$ cat config.mk
export PLATFORM = sky130hd
export DESIGN_NAME = alu_opb_stage
export DESIGN_NICKNAME = d
export VERILOG_FILES = /design/src/rtl/opb_pkg.sv /design/src/rtl/opb_skid_buf.sv /design/src/rtl/alu_opb_stage.sv
export SDC_FILE = /design/constraint.sdc
export NUM_CORES = 1
export LEC_CHECK = 0
export BUFFER_PORTS_ARGS = -buffer_cell sky130_fd_sc_hd__buf_2
export CAP_MARGIN = 20
export CELL_PAD_IN_SITES_DETAIL_PLACEMENT = 2
export CELL_PAD_IN_SITES_GLOBAL_PLACEMENT = 2
export CORE_AREA = 2 2 68 70
export CTS_BUF_LIST = sky130_fd_sc_hd__clkbuf_16
export CTS_CLUSTER_DIAMETER = 40
export DETAILED_ROUTE_END_ITERATION = 7
export DIE_AREA = 0 0 70 72
export GPL_TIMING_DRIVEN = 0
export PLACE_DENSITY_LB_ADDON = 0.1
export SLEW_MARGIN = 20
export SYNTH_ARGS = -nofsm -noshare
export SYNTH_HDL_FRONTEND = slang
export SYNTH_SLANG_ARGS = --single-unit
$ cat constraint.sdc
create_clock -name Clk -period 2 [get_ports Clk]
set_input_delay 0.4 -clock Clk [delete_from_list [all_inputs] [get_ports Clk]]
set_output_delay 0.4 -clock Clk [all_outputs]
set_load 0.05 [all_outputs]
$ cat src/rtl/opb_pkg.sv
// Shared types and field widths for the ALU operand-B select stage.
package opb_pkg;

  typedef enum logic [2:0] {
    OPB_REG   = 3'd0,
    OPB_SHAMT = 3'd1,
    OPB_IMM1  = 3'd2,
    OPB_SEXT4 = 3'd3,
    OPB_ZERO  = 3'd4
  } opb_mode_t;

  localparam int SHAMT_W = 3;
  localparam int SIMM_W  = 4;

endpackage

$ cat src/rtl/opb_skid_buf.sv
// Two-entry valid/ready skid buffer: 1-cycle latency, full throughput.
// in_ready comes straight from a register, so downstream stalls never reach upstream combinationally.
module opb_skid_buf #(
  parameter int W = 9
) (
  input  logic         Clk,
  input  logic         Reset,
  input  logic         in_valid,
  output logic         in_ready,
  input  logic [W-1:0] in_data,
  output logic         out_valid,
  input  logic         out_ready,
  output logic [W-1:0] out_data
);

  logic         main_vld;
  logic [W-1:0] main_dat;
  logic         skid_vld;
  logic [W-1:0] skid_dat;
  logic         rdy;
  logic         accept;
  logic         consume;
  logic         skid_nxt;

  assign accept   = in_valid && rdy;
  assign consume  = main_vld && out_ready;
  // skid fills only when main is full and stalled; it drains on any consume
  assign skid_nxt = skid_vld ? !consume : (accept && main_vld && !out_ready);

  always_ff @(posedge Clk or posedge Reset) begin
    if (Reset) begin
      main_vld <= 1'b0;
      main_dat <= '0;
      skid_vld <= 1'b0;
      skid_dat <= '0;
      rdy      <= 1'b0;
    end else begin
      if (consume) begin
        if (skid_vld) begin
          main_dat <= skid_dat;
          skid_vld <= 1'b0;
        end else if (accept) begin
          main_dat <= in_data;
        end else begin
          main_vld <= 1'b0;
        end
      end else if (accept) begin
        if (!main_vld) begin
          main_vld <= 1'b1;
          main_dat <= in_data;
        end else begin
          skid_vld <= 1'b1;
          skid_dat <= in_data;
        end
      end
      rdy <= !skid_nxt;
    end
  end

  assign in_ready  = rdy;
  assign out_valid = main_vld;
  assign out_data  = main_dat;

endmodule

$ cat src/rtl/alu_opb_stage.sv
// Registered operand-B select with writeback forwarding: 1-cycle latency, one operand per cycle.
// Execute stalls are absorbed by a 2-entry skid buffer; in_ready is registered.
module alu_opb_stage
  import opb_pkg::*;
#(
  parameter int DW = 8,
  parameter int IW = 9,
  parameter int RA = 3
) (
  input  logic          Clk,
  input  logic          Reset,
  input  logic          in_valid,
  output logic          in_ready,
  input  logic [IW-1:0] mach_code,
  input  logic [2:0]    mode,
  input  logic [DW-1:0] rd_addrB,
  input  logic [RA-1:0] src_regB,
  input  logic          fwd_valid,
  input  logic [RA-1:0] fwd_reg,
  input  logic [DW-1:0] fwd_data,
  output logic          out_valid,
  input  logic          out_ready,
  output logic [DW-1:0] InALUB,
  output logic          out_fwd
);

  logic [DW-1:0] sel_data;
  logic          sel_fwd;
  logic [DW:0]   held;

  // Illegal mode codes fall to the default and still transfer a zero operand.
  always_comb begin
    sel_data = '0;
    sel_fwd  = 1'b0;
    case (opb_mode_t'(mode))
      OPB_REG: begin
        if (fwd_valid && (fwd_reg == src_regB)) begin
          sel_data = fwd_data;
          sel_fwd  = 1'b1;
        end else begin
          sel_data = rd_addrB;
        end
      end
      OPB_SHAMT: sel_data = {{(DW-SHAMT_W){1'b0}}, mach_code[5:4], mach_code[0]};
      OPB_IMM1:  sel_data = {{(DW-1){1'b0}}, mach_code[0]};
      OPB_SEXT4: sel_data = {{(DW-SIMM_W){mach_code[SIMM_W-1]}}, mach_code[SIMM_W-1:0]};
      default:   sel_data = '0;
    endcase
  end

  generate
    if (IW > 6) begin : g_hi_bits
      logic unused_hi;
      assign unused_hi = ^mach_code[IW-1:6];
    end
  endgenerate

  opb_skid_buf #(.W(DW + 1)) u_skid (
    .Clk       (Clk),
    .Reset     (Reset),
    .in_valid  (in_valid),
    .in_ready  (in_ready),
    .in_data   ({sel_data, sel_fwd}),
    .out_valid (out_valid),
    .out_ready (out_ready),
    .out_data  (held)
  );

  assign InALUB  = held[DW:1];
  assign out_fwd = held[0];

endmodule

Yosys cells after proc, flatten, opt, wreduce, memory -nomap -nowiden
Index checks and enable logic that the tools add are counted.
{ "op_classes": {"mux": 17, "n_eq_ne": 7, "bitwise_logic": 1, "n_reduce_logical": 16} }
{ "ops": {"columns": ["cell", "count"], "rows": [
  ["$mux 9", 5],
  ["$pmux 8 s4", 1],
  ["$mux 1", 10],
  ["$reduce_and 3->1", 3],
  ["$mux 8", 1],
  ["$eq 3x2->1 const B", 2],
  ["$ne 2x2->1 const B", 3],
  ["$reduce_bool 2->1", 3],
  ["$logic_and 1x1->1", 5],
  ["$eq 3x1->1 const B", 1],
  ["$eq 3x3->1", 1],
  ["$logic_not 1->1", 3],
  ["$logic_not 3->1", 1],
  ["$reduce_and 2->1", 1],
  ["$not 1->1", 1]
]} }
{ "totals": {"output_inout_bits": 11, "word_cells": 46, "in_bits": 39, "reg_bits": 21} }

Longest topological paths before layout
{ "depth": {"word_depth": 7, "mapped_depth": 6, "ltp_nobuf": 4} }

By module
A second synthesis with hierarchy kept.
{ "unflattened": {"cells_unflattened": 94, "area_unflattened_um2": 1174.9} }
{ "modules_own_cells": {"columns": ["mod", "area_each_um2", "instances", "cells_per_inst", "seq_area_each_um2"], "rows": [
  ["opb_skid_buf", 947.2, 1, 64, 525.5],
  ["alu_opb_stage", 227.7, 1, 30, 0.0]
]} }

Worst setup path after synthesis
Ideal clock, no wire load.
{ "synth_timing": {"path_kind": "flip-flop to flip-flop", "startpoint": "reg u_skid.main_vld, in the netlist u_skid.out_valid", "endpoint": "reg u_skid.skid_dat[4]", "setup_time_ns": 0.129, "required_time_ns": 1.871, "arrival_ns": 1.573, "period_less_slack_ns": 1.702, "n_path_buf": 1, "path_stages_with_launch": 6, "path_slack_ns": 0.298, "path_cell_list": "dfrtp_1 > nor2b_1 > nor2b_1 > buf_2 > and2_1 > a21oi_2"} }
{ "synth_via": {"elab_chain_len": 3} }
{ "synth_rtl": {"columns": ["element", "line_no", "rtl"], "rows": [
  ["start: declaration", "opb_skid_buf.sv:16", "logic main_vld;"],
  ["start signal: assignment", "opb_skid_buf.sv:32", "main_vld <= 1'b0;"],
  ["start signal: assignment", "opb_skid_buf.sv:45", "main_vld <= 1'b0;"],
  ["start signal: assignment", "opb_skid_buf.sv:49", "main_vld <= 1'b1;"],
  ["$logic_and 1x1->1", "opb_skid_buf.sv:26", "assign consume = main_vld && out_ready;"],
  ["$not 1->1 (no source line)", null, null],
  ["$reduce_and 3->1 (no source line) *", null, null],
  ["end signal: assignment", "opb_skid_buf.sv:53", "skid_dat <= in_data;"],
  ["end: declaration", "opb_skid_buf.sv:19", "logic [W-1:0] skid_dat;"]
]} }
Mark *: on every way between the ends. The rest lies on a longest branch, timed or not.
A chain may end at the register's enable or synchronous reset.

Worst setup path in the final report
{ "layout_timing": {"startpoint": "reg u_skid.main_vld, in the netlist u_skid.out_valid", "endpoint": "reg u_skid.skid_dat[8]"} }
The elaborated chain is that of the path after synthesis.

==> reports/results.tsv <==
metric	value	unit
outcome	finished clean	
port_buffers	45	
chipHeight	72	µm
nFillCells	492	
grt_pass1_vias	1277	
antenna_found_initial	0	
cts_resized	0	
initial_utilization	28.49	%
skew	0.003222	ns
drc	0	
grt_pass1_wl	5865	µm
core_area	0.004264	mm²
detail-route-antenna-nets	0	
antenna_cells	0	
synthArstFlopShare	100.0	%
final_common_cell	buf_2	
grt_setup_unrepaired	false	
fmax	589.6	MHz
chipWidth	70	µm
cp.required	2.13	ns
final-setup-viol-count	0	
vias_per_cell	4.973	
dieArea	0.005040	mm²
cp_slowest_stage_delay	0.47	ns
clk_latency	0.25	ns
ys.flop_type	dfrtp_1	
rows	24	
timing.final.crit_share	84.81	%
finalNonFillerCells	226	
final_cell_mix	buf_2 (48), nand2_1 (21), dfrtp_1 (21)	
fin_crit	1.696	ns
synth_edf_count	0	
grt-ovfl-total	0	
worstPathMaxFanout	10	
tns	0	ns
cts_made_buffers	3	
pre_cts_slack	0.2384	ns
synthToLayoutAreaGrowth	30.48	%
critPathLaunchType	register	
drt-met1-wl	1429	µm
irDropWorstVdd	362.1	µV
met3_length	125	µm
maxCapViolations	0	
slew_headroom	44.47	%
grt_util_all_layers	14.86	%
wl_met2	1800	µm
cts.clk_slew.worst_paths	0.06	ns
power_density	1482	mW/mm²
final_area	0.001585	mm²
nNetsFinal	214	
post_dp_cell_area	0.001505	mm²
drt_iter0_drc	45	
syn_avg_cell_area	9.719	µm²
leakage	0.7048	nW
slowest_stage	dfrtp_1	
wl	3411	µm
top_layer_used	met4	
critPathTopFamily	simple AND/OR/NAND/NOR gates	
cts_max_path_buffers	2	
cp.arrival	1.83	ns
ys.warnings.count	0	
vias	1124	
routedWlPerCell	15.09	µm
end_kind	register	
fin_ws	0.3038	ns
crit_top_cell	nor2b_1	
cts_max_level	1	
syn_nets	164	
path_class	register to register	
drive_above_1_share	45.40	%
root_buffer	clkbuf_16	
hold_path.class	input port to async pin	
clock_sink_count	21	
ios	50	
ys_ff_latch	21	
hold_viol	0	
syn-cell-area	0.001215	mm²
dp_cells	222	
place_congestion	0.6907	
cts_setup_buffers	0	
ys_types	27	
hold_buffers	0	
post-dp-hpwl	2688	µm
syn_inst	125	
tightest_slew	0.8321	ns
slew_violations	0	
path_buf_inv	1	
cts_tree	yes	
yosysSeqAreaShare	43.25	%
grt_max_degree	22	
first_pass_iters	2	
crit_path_cell_trace	nor2b_1, nor2b_1, buf_2, and2_1, a21oi_2	
==> cell families after synthesis <==
logic type / Yosys count / synth area share [%]
AO/OA/AOI/OAI: 29 / 18.85
AND/OR/NAND/NOR: 53 / 20.81
multiplexers: 10 / 10.61
buffers and inverters: 9 / 4.325
flip-flops: 21 / 43.25
XOR/XNOR: 3 / 2.163
==> sequential cells by signal, indices dropped and copies added, names as in the netlist <==
signal,cells
u_skid.in_ready,1
u_skid.out_data,9
u_skid.out_valid,1
u_skid.skid_dat,9
u_skid.skid_vld,1
==> cell usage after synthesis (3+ instances only) <==
cell type,number,area share [%]
mux2_4,5,6.2
dfrtp_1,21,43
o22ai_1,8,4.1
a21oi_2,13,9.4
nor2_1,15,4.6
xnor2_1,3,2.2
mux2_2,3,2.8
inv_1,3,0.93
nand3_1,4,1.6
a31oi_2,3,3.1
buf_2,3,1.2
nor2b_1,5,2.6
nand2_1,21,6.5
==> power by group <==
| group | total (mW) | switching, mW | leakage (nW) | internal, mW |
|---|---|---|---|---|
| logic | 1.16 | 0.788 | 0.414 | 0.369 |
| registers | 0.763 | 0.129 | 0.250 | 0.634 |
| clock network | 0.428 | 0.160 | 0.0409 | 0.269 |
| total | 2.35 | 1.08 | 0.705 | 1.27 |
==> layout make-up <==
type / count / area, µm² / area share, %
clock inverter: 1 / 5.005 / 0.3157
multi-input combinational: 95 / 636.9 / 40.17
sequential: 21 / 525.5 / 33.15
buffer: 6 / 41.29 / 2.605
timing repair buffer: 45 / 225.2 / 14.21
inverter: 3 / 11.26 / 0.7103
tap: 52 / 65.06 / 4.104
clock buffer: 3 / 75.07 / 4.736
==> path summary, 6_finish.rpt <==
check / start / endpoint / slack (ns) / cells after the start
setup / recovery: u_skid.out_valid / u_skid.skid_dat[8] / 0.30 / 5
hold / removal: Reset / u_skid.out_data[5] / 0.30 / 2
setup reg to reg: u_skid.out_valid / u_skid.skid_dat[8] / 0.30 / 5
hold reg to reg: u_skid.skid_dat[0] / u_skid.skid_dat[0] / 0.50 / 2
max in group asynchronous: Reset / u_skid.out_data[3] / 1.18 / 2
min in group Clk: out_ready / u_skid.skid_vld / 0.41 / 2
==> through the flow <==
step / hold slack [ns] / power [mW] / utilization [%]
2_1_floorplan: 0.3765 / 1.648 / -
6_report: 0.3026 / 2.349 / 37.18
3_3_place_gp: 0.4670 / 1.902 / 35.30
5_1_grt: 0.3795 / 2.511 / 37.18
3_5_place_dp: 0.4902 / 1.953 / 35.30
4_1_cts: 0.3385 / 2.381 / 37.18
==> layer usage <==
layer,track usage (%),up-vias
met5,0,-
met4,5.769,0
met3,1.389,5
met2,26.67,35
met1,18.59,544
li1,-,540
Power figures use the tool's default switching activity.
